==> config.mk <==
export PLATFORM = sky130hd
export DESIGN_NAME = tube_event_writer_flat
export DESIGN_NICKNAME = d
export VERILOG_FILES = /design/src/rtl/tube_event_writer_pkg.sv /design/src/rtl/tube_event_writer_if.sv /design/src/rtl/tube_event_writer_sync_edge.sv /design/src/rtl/tube_event_writer.sv /design/src/flat_wrapper.sv
export SDC_FILE = /design/constraint.sdc
export NUM_CORES = 1
export LEC_CHECK = 0
export ABC_AREA = 1
export BUFFER_PORTS_ARGS = -buffer_cell sky130_fd_sc_hd__buf_4
export CAP_MARGIN = 0
export CELL_PAD_IN_SITES_DETAIL_PLACEMENT = 1
export CELL_PAD_IN_SITES_GLOBAL_PLACEMENT = 1
export CORE_UTILIZATION = 48
export CTS_BUF_LIST = sky130_fd_sc_hd__clkbuf_4
export CTS_CLUSTER_DIAMETER = 80
export DETAILED_ROUTE_END_ITERATION = 8
export GPL_TIMING_DRIVEN = 0
export PLACE_DENSITY = 0.8
export SLEW_MARGIN = 20
export SYNTH_ARGS = -nofsm -noshare
export SYNTH_HDL_FRONTEND = slang
export SYNTH_SLANG_ARGS = --single-unit
==> constraint.sdc <==
create_clock -name CLK -period 4.3 [get_ports CLK]
set_input_delay 0.43 -clock CLK [delete_from_list [all_inputs] [get_ports CLK]]
set_output_delay 0.43 -clock CLK [all_outputs]
set_load 0.02 [all_outputs]
==> src/rtl/tube_event_writer_pkg.sv <==
// qn17_pkg: shared widths, FSM state codes and event geometry for the
// tube event writer.
// Optional feature macro: TUBE_EVT_TIMESTAMP_EN (adds a trailing counter word
// to every event, so EVT_WORDS becomes 3).
package qn17_pkg;

  localparam int TUBE_W = 8;
  localparam int FIFO_W = 16;

  localparam logic [2:0] ST_IDLE   = 3'd0;
  localparam logic [2:0] ST_WINDOW = 3'd1;
  localparam logic [2:0] ST_WR0    = 3'd2;
  localparam logic [2:0] ST_WR1    = 3'd3;
  localparam logic [2:0] ST_WRTS   = 3'd4;

`ifdef TUBE_EVT_TIMESTAMP_EN
  localparam int EVT_WORDS = 3;
`else
  localparam int EVT_WORDS = 2;
`endif

  // Accumulated hits of one event, ordered as the words leave the block.
  typedef struct packed {
    logic [TUBE_W-1:0] t3a;
    logic [TUBE_W-1:0] t3b;
    logic [TUBE_W-1:0] t4a;
    logic [TUBE_W-1:0] t4b;
  } tube_hits_t;

endpackage

==> src/rtl/tube_event_writer_if.sv <==
// FIFO write port of the tube event writer.
//   WR_DATA  16  event word {X, Y}
//   WR_EN     1  one word accepted per high cycle
//   WR_FULL   1  FIFO full, blocks writes
// master: writer side; slave: FIFO side.
interface tube_event_writer_if;
  import qn17_pkg::*;

  logic [FIFO_W-1:0] WR_DATA;
  logic              WR_EN;
  logic              WR_FULL;

  modport master (output WR_DATA, output WR_EN, input WR_FULL);
  modport slave  (input WR_DATA, input WR_EN, output WR_FULL);

endinterface

==> src/rtl/tube_event_writer_sync_edge.sv <==
// sync_edge: WIDTH-bit, STAGES-deep synchronizer with an optional
// rising-edge pulse output.
// Ports:
//   clk, rst  clock, asynchronous active-high reset
//   d         asynchronous input
//   q         synchronized level
//   rise      one-cycle pulse per 0->1 of q (zero when EDGE_EN == 0)
module sync_edge #(
  parameter int WIDTH   = 1,
  parameter int STAGES  = 2,
  parameter bit EDGE_EN = 1'b0
) (
  input  logic             clk,
  input  logic             rst,
  input  logic [WIDTH-1:0] d,
  output logic [WIDTH-1:0] q,
  output logic [WIDTH-1:0] rise
);

  logic [WIDTH-1:0] stg [STAGES];

  always_ff @(posedge clk or posedge rst) begin
    if (rst) begin
      for (int i = 0; i < STAGES; i++) stg[i] <= '0;
    end else begin
      stg[0] <= d;
      for (int i = 1; i < STAGES; i++) stg[i] <= stg[i-1];
    end
  end

  assign q = stg[STAGES-1];

  if (EDGE_EN) begin : g_edge
    logic [WIDTH-1:0] q_prev;
    always_ff @(posedge clk or posedge rst) begin
      if (rst) q_prev <= '0;
      else     q_prev <= q;
    end
    assign rise = q & ~q_prev;
  end else begin : g_no_edge
    assign rise = '0;
  end

endmodule

==> src/rtl/tube_event_writer.sv <==
// tube_event_writer: on each scintillator coincidence, OR-accumulates the
// four tube layers over a WINDOW-cycle hit window and pushes the event into
// the FIFO write port as {3A,3B} then {4A,4B}.
// Optional feature macro: TUBE_EVT_TIMESTAMP_EN appends a 16-bit event
// counter word (WRTS state).
// Ports:
//   CLK, RST          clock, asynchronous active-high reset
//   SCIN_COIN         async coincidence level, rising edge triggers
//   TUBE3A..TUBE4B    async tube hit lines, 8 per layer
//   wr                FIFO write port (tube_event_writer_if.master)
//   BUSY              high outside IDLE
//   DROP_CNT          saturating count of triggers ignored while busy
//
// state     | meaning
// ST_IDLE   | waiting for trig; cycle E itself is sampled here
// ST_WINDOW | accumulating hits for cycles E+1..E+WINDOW-1
// ST_WR0    | offering {acc3A, acc3B}
// ST_WR1    | offering {acc4A, acc4B}
// ST_WRTS   | offering EVT_CNT (timestamp build only)
module tube_event_writer
  import qn17_pkg::*;
#(
  parameter int WINDOW      = 16,
  parameter int SYNC_STAGES = 2
) (
  input  logic              CLK,
  input  logic              RST,
  input  logic              SCIN_COIN,
  input  logic [TUBE_W-1:0] TUBE3A,
  input  logic [TUBE_W-1:0] TUBE3B,
  input  logic [TUBE_W-1:0] TUBE4A,
  input  logic [TUBE_W-1:0] TUBE4B,
  tube_event_writer_if.master wr,
  output logic              BUSY,
  output logic [7:0]        DROP_CNT
);

  localparam logic [7:0] WIN_LOAD = 8'(WINDOW - 1);

  logic              trig;
  logic              unused_scin_lvl;
  logic [4*TUBE_W-1:0] tube_s;
  logic [4*TUBE_W-1:0] unused_tube_rise;

  logic [2:0]        state;
  logic [7:0]        win_cnt;
  tube_hits_t        acc;
  logic [FIFO_W-1:0] hold;
`ifdef TUBE_EVT_TIMESTAMP_EN
  logic [FIFO_W-1:0] evt_cnt;
`endif

  sync_edge #(.WIDTH(1), .STAGES(SYNC_STAGES), .EDGE_EN(1'b1)) u_sync_scin (
    .clk  (CLK),
    .rst  (RST),
    .d    (SCIN_COIN),
    .q    (unused_scin_lvl),
    .rise (trig)
  );

  sync_edge #(.WIDTH(4*TUBE_W), .STAGES(SYNC_STAGES), .EDGE_EN(1'b0)) u_sync_tube (
    .clk  (CLK),
    .rst  (RST),
    .d    ({TUBE3A, TUBE3B, TUBE4A, TUBE4B}),
    .q    (tube_s),
    .rise (unused_tube_rise)
  );

  // Write handshake is combinational so a word can leave on the same cycle
  // WR_FULL drops. Outside the write states WR_DATA shows the last word sent.
  always_comb begin
    wr.WR_EN   = 1'b0;
    wr.WR_DATA = hold;
    unique case (state)
      ST_WR0: begin
        wr.WR_EN   = ~wr.WR_FULL;
        wr.WR_DATA = {acc.t3a, acc.t3b};
      end
      ST_WR1: begin
        wr.WR_EN   = ~wr.WR_FULL;
        wr.WR_DATA = {acc.t4a, acc.t4b};
      end
`ifdef TUBE_EVT_TIMESTAMP_EN
      ST_WRTS: begin
        wr.WR_EN   = ~wr.WR_FULL;
        wr.WR_DATA = evt_cnt;
      end
`endif
      default: ;
    endcase
  end

  assign BUSY = (state != ST_IDLE);

  always_ff @(posedge CLK or posedge RST) begin
    if (RST) begin
      state    <= ST_IDLE;
      win_cnt  <= '0;
      acc      <= '0;
      hold     <= '0;
      DROP_CNT <= '0;
`ifdef TUBE_EVT_TIMESTAMP_EN
      evt_cnt  <= '0;
`endif
    end else begin
      if (wr.WR_EN) hold <= wr.WR_DATA;
      if (trig && state != ST_IDLE && DROP_CNT != 8'hFF) DROP_CNT <= DROP_CNT + 8'd1;

      unique case (state)
        ST_IDLE: begin
          if (trig) begin
            acc     <= tube_s;
            win_cnt <= WIN_LOAD;
            state   <= (WINDOW == 1) ? ST_WR0 : ST_WINDOW;
          end
        end
        ST_WINDOW: begin
          acc     <= acc | tube_s;
          win_cnt <= win_cnt - 8'd1;
          if (win_cnt == 8'd1) state <= ST_WR0;
        end
        ST_WR0: if (wr.WR_EN) state <= ST_WR1;
        ST_WR1: begin
`ifdef TUBE_EVT_TIMESTAMP_EN
          if (wr.WR_EN) state <= ST_WRTS;
`else
          if (wr.WR_EN) state <= ST_IDLE;
`endif
        end
`ifdef TUBE_EVT_TIMESTAMP_EN
        ST_WRTS: begin
          if (wr.WR_EN) begin
            evt_cnt <= evt_cnt + 16'd1;
            state   <= ST_IDLE;
          end
        end
`endif
        default: state <= ST_IDLE;
      endcase
    end
  end

endmodule

==> src/flat_wrapper.sv <==
// flat-port wrapper written by rule: the top's interface ports become plain ports
module tube_event_writer_flat import qn17_pkg::*;
#(
  parameter int WINDOW      = 16,
  parameter int SYNC_STAGES = 2
)
  (CLK, RST, SCIN_COIN, TUBE3A, TUBE3B, TUBE4A, TUBE4B, BUSY, DROP_CNT, wr_WR_DATA, wr_WR_EN, wr_WR_FULL);
  tube_event_writer_if wr_i ();
  input  logic CLK;
  input  logic RST;
  input  logic SCIN_COIN;
  input  logic [TUBE_W-1:0] TUBE3A;
  input  logic [TUBE_W-1:0] TUBE3B;
  input  logic [TUBE_W-1:0] TUBE4A;
  input  logic [TUBE_W-1:0] TUBE4B;
  output logic BUSY;
  output logic [7:0] DROP_CNT;
  output wire logic [$bits(wr_i.WR_DATA)-1:0] wr_WR_DATA;
  output wire logic [$bits(wr_i.WR_EN)-1:0] wr_WR_EN;
  input wire logic [$bits(wr_i.WR_FULL)-1:0] wr_WR_FULL;
  assign wr_WR_DATA = wr_i.WR_DATA;
  assign wr_WR_EN = wr_i.WR_EN;
  assign wr_i.WR_FULL = wr_WR_FULL;
  tube_event_writer #(.WINDOW(WINDOW), .SYNC_STAGES(SYNC_STAGES)) u_core (.CLK(CLK), .RST(RST), .SCIN_COIN(SCIN_COIN), .TUBE3A(TUBE3A), .TUBE3B(TUBE3B), .TUBE4A(TUBE4A), .TUBE4B(TUBE4B), .wr(wr_i), .BUSY(BUSY), .DROP_CNT(DROP_CNT));
endmodule
==> results of run 1 <==
[what timing repair did]
item	CTS	global route
resized for setup	0	0
endpoints found under the hold margin	85	0
hold buffers	34	0
[flip-flops by register name (all words and copies together) (netlist names)]
register and count:
u_core.acc 32, u_core.u_sync_tube.stg 32, u_core.hold 16, u_core.u_sync_scin.g_edge.q_prev 1, u_core.u_sync_scin.stg 1, u_core.u_sync_tube.q 32, u_core.state 2, u_core.win_cnt 8
u_core.DROP_CNT 8, u_core.u_sync_scin.q 1
[where the power goes]
group	total [mW]	switching [mW]	internal [mW]
clock	0.824	0.524	0.299
combinational	1.63	0.964	0.669
sequential	1.72	0.195	1.53
total	4.18	1.68	2.50
[worst max-delay path: stages, from the launching register on]
cell and delay (ns):
dfrtp_1 0.43, inv_1 0.08, ha_1 0.21, buf_2 0.19, inv_2 0.11, nand2_2 0.17
buf_2 0.26, o21bai_1 0.27, buf_4 0.20
[per-layer routing]
| metal | track usage [%] | vias up |
|---|---|---|
| li1 | - | 1567 |
| met1 | 31.42 | 1733 |
| met2 | 47.59 | 95 |
| met3 | 7.525 | 31 |
| met4 | 12.86 | 0 |
| met5 | 0 | - |
[cells in the final DEF, fill, tap and decap left out, types with 7 or more instances in the layout]
master         Yosys  layout
nand2_1           72      72
inv_6              0       7
a22o_1            47      47
buf_2             11      11
dfrtp_1          133     133
nand3_1           14      14
ha_1               7       7
dlygate4sd3_1      0      34
o21ai_0           23      23
buf_4              2      63
inv_1             38      37
nor2_1            12      12
o21bai_1          15      15
clkbuf_4           0      17
[cell families (layout without fill, tap and decap cells)]
family	after synthesis	in the layout	synth area share (%)
flops	133	133	68.50
xor+xnor	3	3	0.5409
buf+inv	58	186	5.382
fa+ha+maj	7	7	1.803
compound gates	89	89	13.93
simple gates	111	111	9.838
[through the flow]
step	std cells	utilization [%]
6_report	662	62.72
5_1_grt	662	62.72
4_1_cts	662	62.72
3_5_place_dp	596	56.45
3_3_place_gp	595	56.09
2_1_floorplan	401	-
[worst paths after layout]
check	end	slack, ns	depth (start not counted)
worst max register to register	u_core.hold[2]$_DFFE_PP0P_	2.50	8
worst max-delay path	wr_WR_DATA[0]	1.38	8
worst min register to register	u_core.u_sync_tube.q[20]$_DFF_PP0_	0.35	0
worst min-delay path	u_core.hold[15]$_DFFE_PP0P_	0.16	4
max in group asynchronous	u_core.hold[5]$_DFFE_PP0P_	3.17	4
min in group asynchronous	u_core.u_sync_tube.stg[62]$_DFF_PP0_	0.42	3
[layout make-up]
cell class / instances / area [um^2] / share of cell area [%]
Buffer: 16 / 103.9 / 1.694
Clock buffer: 17 / 127.6 / 2.082
Clock inverter: 15 / 145.1 / 2.367
Inverter: 42 / 165.2 / 2.694
Multi-Input combinational cell: 210 / 1269 / 20.69
Sequential cell: 133 / 3328 / 54.29
Tap cell: 133 / 166.4 / 2.714
Timing Repair Buffer: 96 / 825.8 / 13.47
==> flow_metrics.tcl, run 1 <==
set metrics [dict create \
    status "completed" \
    hold_viol_final 0 \
    core_area_um2 9774 \
    cts_buffers 17 \
    peakVddDrop_mv 0.3695 \
    drive_gt1_share_pct 23.25 \
    fmax_mhz 342.7 \
    gr-total-overflow 0 \
    fp-row-count 36 \
    yosys.cell_count.top_type "dfrtp_1" \
    maxCapViolCount 0 \
    min-delay-start "wr_WR_FULL" \
    htreeDepth 4 \
    required_ns 3.87 \
    clkLatencyLatePin_ns 0.58 \
    power.leakage_nw 3.015 \
    first_global_vias 3862 \
    drtIter0Drc 89 \
    path_clk_slew_ns 0.15 \
    via_per_inst 5.175 \
    grt_max_degree 82 \
    dpl_cell_area_um2 5518 \
    hp-class "in2reg" \
    die_area_um2 10530 \
    min_period_ns 2.918 \
    num_vias 3426 \
    yosys_warnings 0 \
    antenna_found_initial 0 \
    ant_nets 0 \
    yosysTopAreaCellShare_pct 68.50 \
    p_per_area_nw_per_um2 681.8 \
    drt_wl_total_um 12750 \
    ys_types 25 \
    cts.path.max_buffers 2 \
    period_share_pct 67.86 \
    tritoncts "done" \
    pin_count 62 \
    fillers 1015 \
    crit_path_start "u_core.state[0]$_DFFE_PP0P_" \
    worst_pin_slew_ns 0.4606 \
    critPathKind "reg2out" \
    setup.worst_path.end_class "output port" \
    synth_area_um2 4858 \
    ys.flop_type "dfrtp_1" \
    die_h_um 102.6 \
    ys_ff_latch 133 \
    drc_errors 0 \
    seq_area_frac_synth_pct 68.50 \
    grt_use_total_pct 27.39 \
    synthCells 401 \
    worstPathArrival_ns 2.49 \
    preCtsSetupSlack_ns 2.018 \
    cts-root-buf "clkbuf_4" \
    maxUsedRoutingLayer "met4" \
    finClkSkew_ns 0.02698 \
    area_growth_pct 26.19 \
    hold-worst-slack_ns 0.1615 \
    finalSetupTns_ns 0 \
    cts.sinks 133 \
    rsz0062_at_grt "false" \
    slew_viol_final 0 \
    diodes 0 \
    path_max_fanout 10 \
    setup_viol 0 \
    synthArstFlopShare_pct 100.0 \
    timing.rr.start "u_core.state[0]$_DFFE_PP0P_" \
    initial_core_util_pct 49.71 \
    nets 559 \
    fin_area_um2 6131 \
    wl_per_cell_um 19.26 \
    grt_pass1_wl_um 20320 \
    syn-num-nets 444 \
    place_congestion 0.7498 \
    firstDrtPassIters 4 \
    worst_slack_ns 1.382 \
    dp_hpwl_um 7433 \
    synthTopCellsByArea "dfrtp_1 69%, a22o_1 8.5%, nand2_1 5.6%" \
    portBuffers 61 \
    die_w_um 102.6 \
    synth_edf_count 0 \
    ys_top_cells_by_count "133 x dfrtp_1, 72 x nand2_1, 47 x a22o_1" \
    synth_largest_area_cell "dfrtp_1" \
    cts_setup_buffers 0 \
    power_mw 4.180 \
    relSlewSlack_pct 68.97 \
    routed-wl-met2_um 6788 \
    met3_length_um 479 \
    wl_met1_um 5131 \
    avgSynthCellArea_um2 12.12 \
    start_kind "flop" \
]
Power figures use the tool's default switching activity.
==> inputs of run 2 (changes only) <==
--- a/config.mk
+++ b/config.mk
@@ -10,12 +10,12 @@
 export CAP_MARGIN = 0
 export CELL_PAD_IN_SITES_DETAIL_PLACEMENT = 1
 export CELL_PAD_IN_SITES_GLOBAL_PLACEMENT = 1
-export CORE_UTILIZATION = 48
+export CORE_UTILIZATION = 43
 export CTS_BUF_LIST = sky130_fd_sc_hd__clkbuf_4
 export CTS_CLUSTER_DIAMETER = 80
 export DETAILED_ROUTE_END_ITERATION = 8
 export GPL_TIMING_DRIVEN = 0
-export PLACE_DENSITY = 0.8
+export PLACE_DENSITY = 0.75
 export SLEW_MARGIN = 20
 export SYNTH_ARGS = -nofsm -noshare
 export SYNTH_HDL_FRONTEND = slang
==> constraint.sdc (replaced) <==
create_clock -name CLK -period 2.35 [get_ports CLK]
set_input_delay 0.235 -clock CLK [delete_from_list [all_inputs] [get_ports CLK]]
set_output_delay 0.235 -clock CLK [all_outputs]
set_load 0.02 [all_outputs]
==> flow_metrics.tcl, run 2 (synthesis gave the netlist of run 1 again) <==
set metrics [dict create \
    status "completed" \
    crit_buf_inv 3 \
    gr-usage-met3_pct 5.425 \
    place_congestion 0.7484 \
    drt_wl_total_um 11680 \
    fin_util_pct 59.34 \
    path_max_fanout 10 \
    dp_hpwl_um 7532 \
    period_share_pct 97.08 \
    setup.worst_path.end_class "output port" \
    path_cells "ha_2 -> buf_6 -> buf_6 -> a22o_1 -> o21bai_2 -> buf_4" \
    peakVddDrop_mv 0.6636 \
    num_vias 3414 \
    top_usage_layer "met2" \
    maxCapViolCount 0 \
    min_period_ns 2.281 \
    gr-total-overflow 0 \
    path_clk_slew_ns 0.12 \
    drtIter0Drc 113 \
    crit_path_start "u_core.state[0]$_DFFE_PP0P_" \
    final_cell_mix "132 x dfrtp_1, 72 x nand2_1, 64 x buf_4, 47 x a22o_1, 36 x inv_1" \
    p_per_area_nw_per_um2 1266 \
    tritoncts "done" \
    path_common_cell "buf_6" \
    timing.rr.start "u_core.state[1]$_DFFE_PP0P_" \
    hold-worst-slack_ns 0.2912 \
    drive_gt1_share_pct 26.30 \
    grt_use_met1_pct 26.49 \
    cts_buffers 17 \
    relSlewSlack_pct 64.78 \
    nets 570 \
    slew_viol_final 0 \
    setup_viol 0 \
    critPathKind "reg2out" \
    start_kind "flop" \
    cp_slowest_cell "dfrtp_2" \
    rsz0062_at_grt "true" \
    required_ns 2.12 \
    die_area_um2 11730 \
    hp-class "in2async" \
    fp-row-count 38 \
    drc_errors 0 \
    cts.sinks 133 \
    wl_per_cell_um 17.18 \
    worst_pin_slew_ns 0.5272 \
    crit_family "flip-flops" \
    pin_count 62 \
    finalSetupTns_ns 0 \
    cts.path.max_buffers 2 \
    clkLatencyLatePin_ns 0.54 \
    fin_area_um2 6489 \
    core_area_um2 10940 \
    grt_max_degree 35 \
    power.leakage_nw 3.155 \
    antenna_found_initial 0 \
    die_h_um 108.3 \
    ant_nets 0 \
    grt_use_total_pct 22.05 \
    firstDrtPassIters 4 \
    initial_core_util_pct 44.43 \
    htreeDepth 4 \
    first_global_vias 3733 \
    die_w_um 108.3 \
    dpl_cell_area_um2 5583 \
    fmax_mhz 438.3 \
    area_growth_pct 33.56 \
    worstPathArrival_ns 2.05 \
    diodes 0 \
    finClkSkew_ns 0.01576 \
    final_common_cell "dfrtp_1" \
    portBuffers 61 \
    met2_usage_pct 37.49 \
    via_per_inst 5.021 \
    hold_viol_final 0 \
    cpPeakStageDelay_ns 0.46 \
    grt_pass1_wl_um 18760 \
    cts-root-buf "clkbuf_4" \
]
==> run 2: worst paths after layout <==
| check | depth (start not counted) | end | slack, ns |
|---|---|---|---|
| max reg2reg | 9 | u_core.win_cnt[6]$_DFFE_PP0P_ | 0.65 |
| max in group asynchronous | 5 | u_core.u_sync_tube.stg[63]$_DFF_PP0_ | 1.32 |
| min in group CLK | 2 | u_core.u_sync_tube.stg[53]$_DFF_PP0_ | 0.33 |
| max | 6 | wr_WR_DATA[14] | 0.07 |
| min reg2reg | 0 | u_core.u_sync_tube.q[28]$_DFF_PP0_ | 0.36 |
| min | 3 | u_core.DROP_CNT[6]$_DFFE_PP0P_ | 0.29 |
==> run 2: layout make-up <==
type | instances | area, um^2
plain buffers | 16 | 148.9
well taps | 140 | 175.2
clock buffers | 19 | 142.6
flip-flops and latches | 133 | 3329
repair buffers | 107 | 984.7
inverters | 42 | 163.9
clock inverters | 13 | 182.7
fillers | 1148 | 4447
multi-input cells | 210 | 1361
==> run 2: per-layer routing <==
layer | vias to the layer above | routed length [um]
li1 | 1593 | -
met1 | 1720 | 4914
met2 | 81 | 6068
met3 | 20 | 469
met4 | 0 | 230
met5 | - | 0
==> run 2: power breakdown <==
group / switching [mW] / leakage [nW] / internal (mW)
clock: 0.834 / 0.169 / 0.865
combinational: 1.81 / 1.38 / 1.55
sequential: 0.357 / 1.61 / 2.80
==> run 2: repair_timing <==
action | 4_1_cts | 5_1_grt
hold buffers | 35 | 0
setup endpoints to repair | 17 | 17
pin swaps | 4 | 4
hold endpoints to repair | 55 | 0
cloned | 0 | 1
gates resized for setup | 25 | 8
buffers inserted | 4 | 2
==> run 2: worst min-delay path, cell delays in order <==
cell,delay [ns]
dlygate4sd3_1,0.54
buf_4,0.14
clkinvlp_4,0.36
==> run 2: through the flow <==
| stage | setup WS (ns) | cells | total power, mW |
|---|---|---|---|
| floorplan | 0.4638 | 401 | 4.968 |
| global placement | -0.2556 | 602 | 5.848 |
| detailed placement | 0.3815 | 606 | 6.018 |
| CTS | 0.003378 | 677 | 8.106 |
| global route | -0.02235 | 680 | 8.688 |
| finish | 0.06854 | 680 | 8.212 |
==> inputs of run 3 (changes only) <==
--- a/config.mk
+++ b/config.mk
@@ -15,8 +15,9 @@
 export CTS_CLUSTER_DIAMETER = 80
 export DETAILED_ROUTE_END_ITERATION = 8
 export GPL_TIMING_DRIVEN = 0
-export PLACE_DENSITY = 0.75
-export SLEW_MARGIN = 20
+export PLACE_DENSITY = 0.76
+export SKIP_LAST_GASP = 1
 export SYNTH_ARGS = -nofsm -noshare
 export SYNTH_HDL_FRONTEND = slang
+export SYNTH_HIERARCHICAL = 1
 export SYNTH_SLANG_ARGS = --single-unit
==> flow_metrics.tcl, run 3 <==
set metrics [dict create \
    status "completed" \
    hp-class "in2async" \
    power.leakage_nw 3.254 \
    initial_core_util_pct 44.17 \
    start_kind "flop" \
    drive_gt1_share_pct 32.64 \
    cts_buffers 17 \
    final_common_cell "dfrtp_1" \
    p_comb_share_pct 46.1 \
    first_global_vias 4148 \
    setup.worst_path.end_class "output port" \
    finClkSkew_ns 0.01250 \
    ff2ff_path_depth 6 \
    power.internal_mw 4.650 \
    area_growth_pct 26.37 \
    wl_per_cell_um 16.08 \
    avgSynthCellArea_um2 10.74 \
    fmax_mhz 439.0 \
    yosys_warnings 6 \
    p_sw_share_pct 40.92 \
    cts-root-buf "clkbuf_4" \
    syn-num-nets 537 \
    drt_wl_total_um 12370 \
    drtIter0Drc 129 \
    antenna_found_initial 0 \
    firstDrtPassIters 4 \
    p_per_area_nw_per_um2 1174 \
    multi_input_area_um2 1490 \
    via_per_inst 4.845 \
    fin_area_um2 6704 \
    fillers 1311 \
    peakVddDrop_mv 0.5109 \
    clkLatencyLatePin_ns 0.54 \
    worst_slack_ns 0.07232 \
    htreeDepth 4 \
    cts.path.max_buffers 2 \
    seq_power_share_pct 38.2 \
    worstPathArrival_ns 2.04 \
    relSlewSlack_pct 42.18 \
    grt_use_total_pct 21.55 \
    fp-row-count 40 \
    min_period_ns 2.278 \
    preCtsSetupSlack_ns 0.2295 \
    ant_nets 0 \
    pin_count 62 \
    clkPwrFrac_pct 15.7 \
    finalSetupTns_ns 0 \
    die_h_um 113.1 \
    nets 654 \
    worst_pin_slew_ns 0.8672 \
    portBuffers 61 \
    die_w_um 113.1 \
    place_congestion 0.7570 \
    gr-total-overflow 0 \
    synthCells 494 \
    period_share_pct 96.92 \
    slew_viol_final 0 \
    maxCapViolCount 0 \
    path_clk_slew_ns 0.11 \
    core_area_um2 12010 \
    required_ns 2.12 \
    path_max_fanout 10 \
    cts.sinks 133 \
    dp_hpwl_um 8000 \
    grt_pass1_wl_um 20560 \
    grt_max_degree 67 \
    diodes 0 \
    die_area_um2 12790 \
    synth_area_um2 5305 \
    p_sw_mw 3.220 \
    final_cell_mix "132 x dfrtp_1, 99 x nand2_1, 95 x buf_4, 64 x inv_1, 35 x dlygate4sd3_1" \
    dpl_cell_area_um2 5969 \
    rsz0062_at_grt "true" \
    setup_viol 0 \
    tritoncts "done" \
    num_vias 3726 \
    drc_errors 0 \
    critPathKind "reg2out" \
    hold_viol_final 0 \
    register_area_um2 3329 \
]
## run 3: layout make-up
cell class / count / area share, %
Inverter: 73 / 4.199
Clock inverter: 10 / 0.9332
Multi-Input combinational cell: 243 / 22.23
Buffer: 45 / 5.524
Clock buffer: 20 / 2.240
Tap cell: 147 / 2.744
Timing Repair Buffer: 98 / 12.47
Sequential cell: 133 / 49.66
## run 3: per-layer routing
metal | routed length (um) | share of wire (%) | track usage (%) | up-vias
li1 | - | - | - | 1753
met1 | 5014 | 41 | 24.81 | 1891
met2 | 6721 | 54 | 38.65 | 67
met3 | 458 | 3.7 | 5.463 | 15
met4 | 174 | 1.4 | 8.070 | 0
met5 | 0 | 0 | 0 | -
## run 3: metrics by stage
stage	util (%)	hold slack, ns	instances	total power [mW]
finish	55.81	0.1372	769	7.871
global route	55.81	0.1081	769	8.363
CTS	55.28	0.09077	769	7.789
detailed placement	49.70	0.1495	703	6.290
global placement	49.51	0.1248	702	6.131
floorplan	-	-0.01136	494	5.178
## run 3: worst paths after layout
| kind | from | endpoint | slack (ns) |
|---|---|---|---|
| setup / recovery | u_core/state[0]$_DFFE_PP0P_ | wr_WR_DATA[10] | 0.07 |
| hold / removal | RST | u_core/u_sync_scin/g_edge.q_prev$_DFF_PP0_ | 0.14 |
| setup reg to reg | u_core/state[0]$_DFFE_PP0P_ | u_core/DROP_CNT[2]$_DFFE_PP0P_ | 0.66 |
| hold reg to reg | u_core/u_sync_tube/stg[47]$_DFF_PP0_ | u_core/u_sync_tube/q[15]$_DFF_PP0_ | 0.36 |
| max in group asynchronous | RST | u_core/state[1]$_DFFE_PP0P_ | 1.29 |
| min in group CLK | TUBE3A[1] | u_core/u_sync_tube/stg[57]$_DFF_PP0_ | 0.33 |
## run 3: power by group through the flow
| stage | sequential [mW] | clock [mW] | combinational, mW |
|---|---|---|---|
| after floorplan | 3.02 | 0 | 2.16 |
| after global placement | 3.01 | 0 | 3.12 |
| after detailed placement | 3.04 | 0 | 3.25 |
| after CTS | 3.00 | 1.27 | 3.51 |
| after global routing | 3.05 | 1.38 | 3.93 |
| final | 3.00 | 1.23 | 3.63 |
## run 3: critical path: stages, from the launching register on
cell and delay (ns):
dfrtp_1 0.44, inv_2 0.10, ha_4 0.17, inv_2 0.09, buf_12 0.16, o22ai_1 0.22
o21bai_4 0.17, buf_4 0.15
## run 3: timing repair
action | 4_1_cts | 5_1_grt
setup endpoints to repair | 15 | 13
pin swaps | 0 | 0
hold buffers | 35 | 0
gates cloned | 0 | 0
buffers inserted | 1 | 0
gates resized for setup | 22 | 12
hold endpoints to repair | 133 | 0
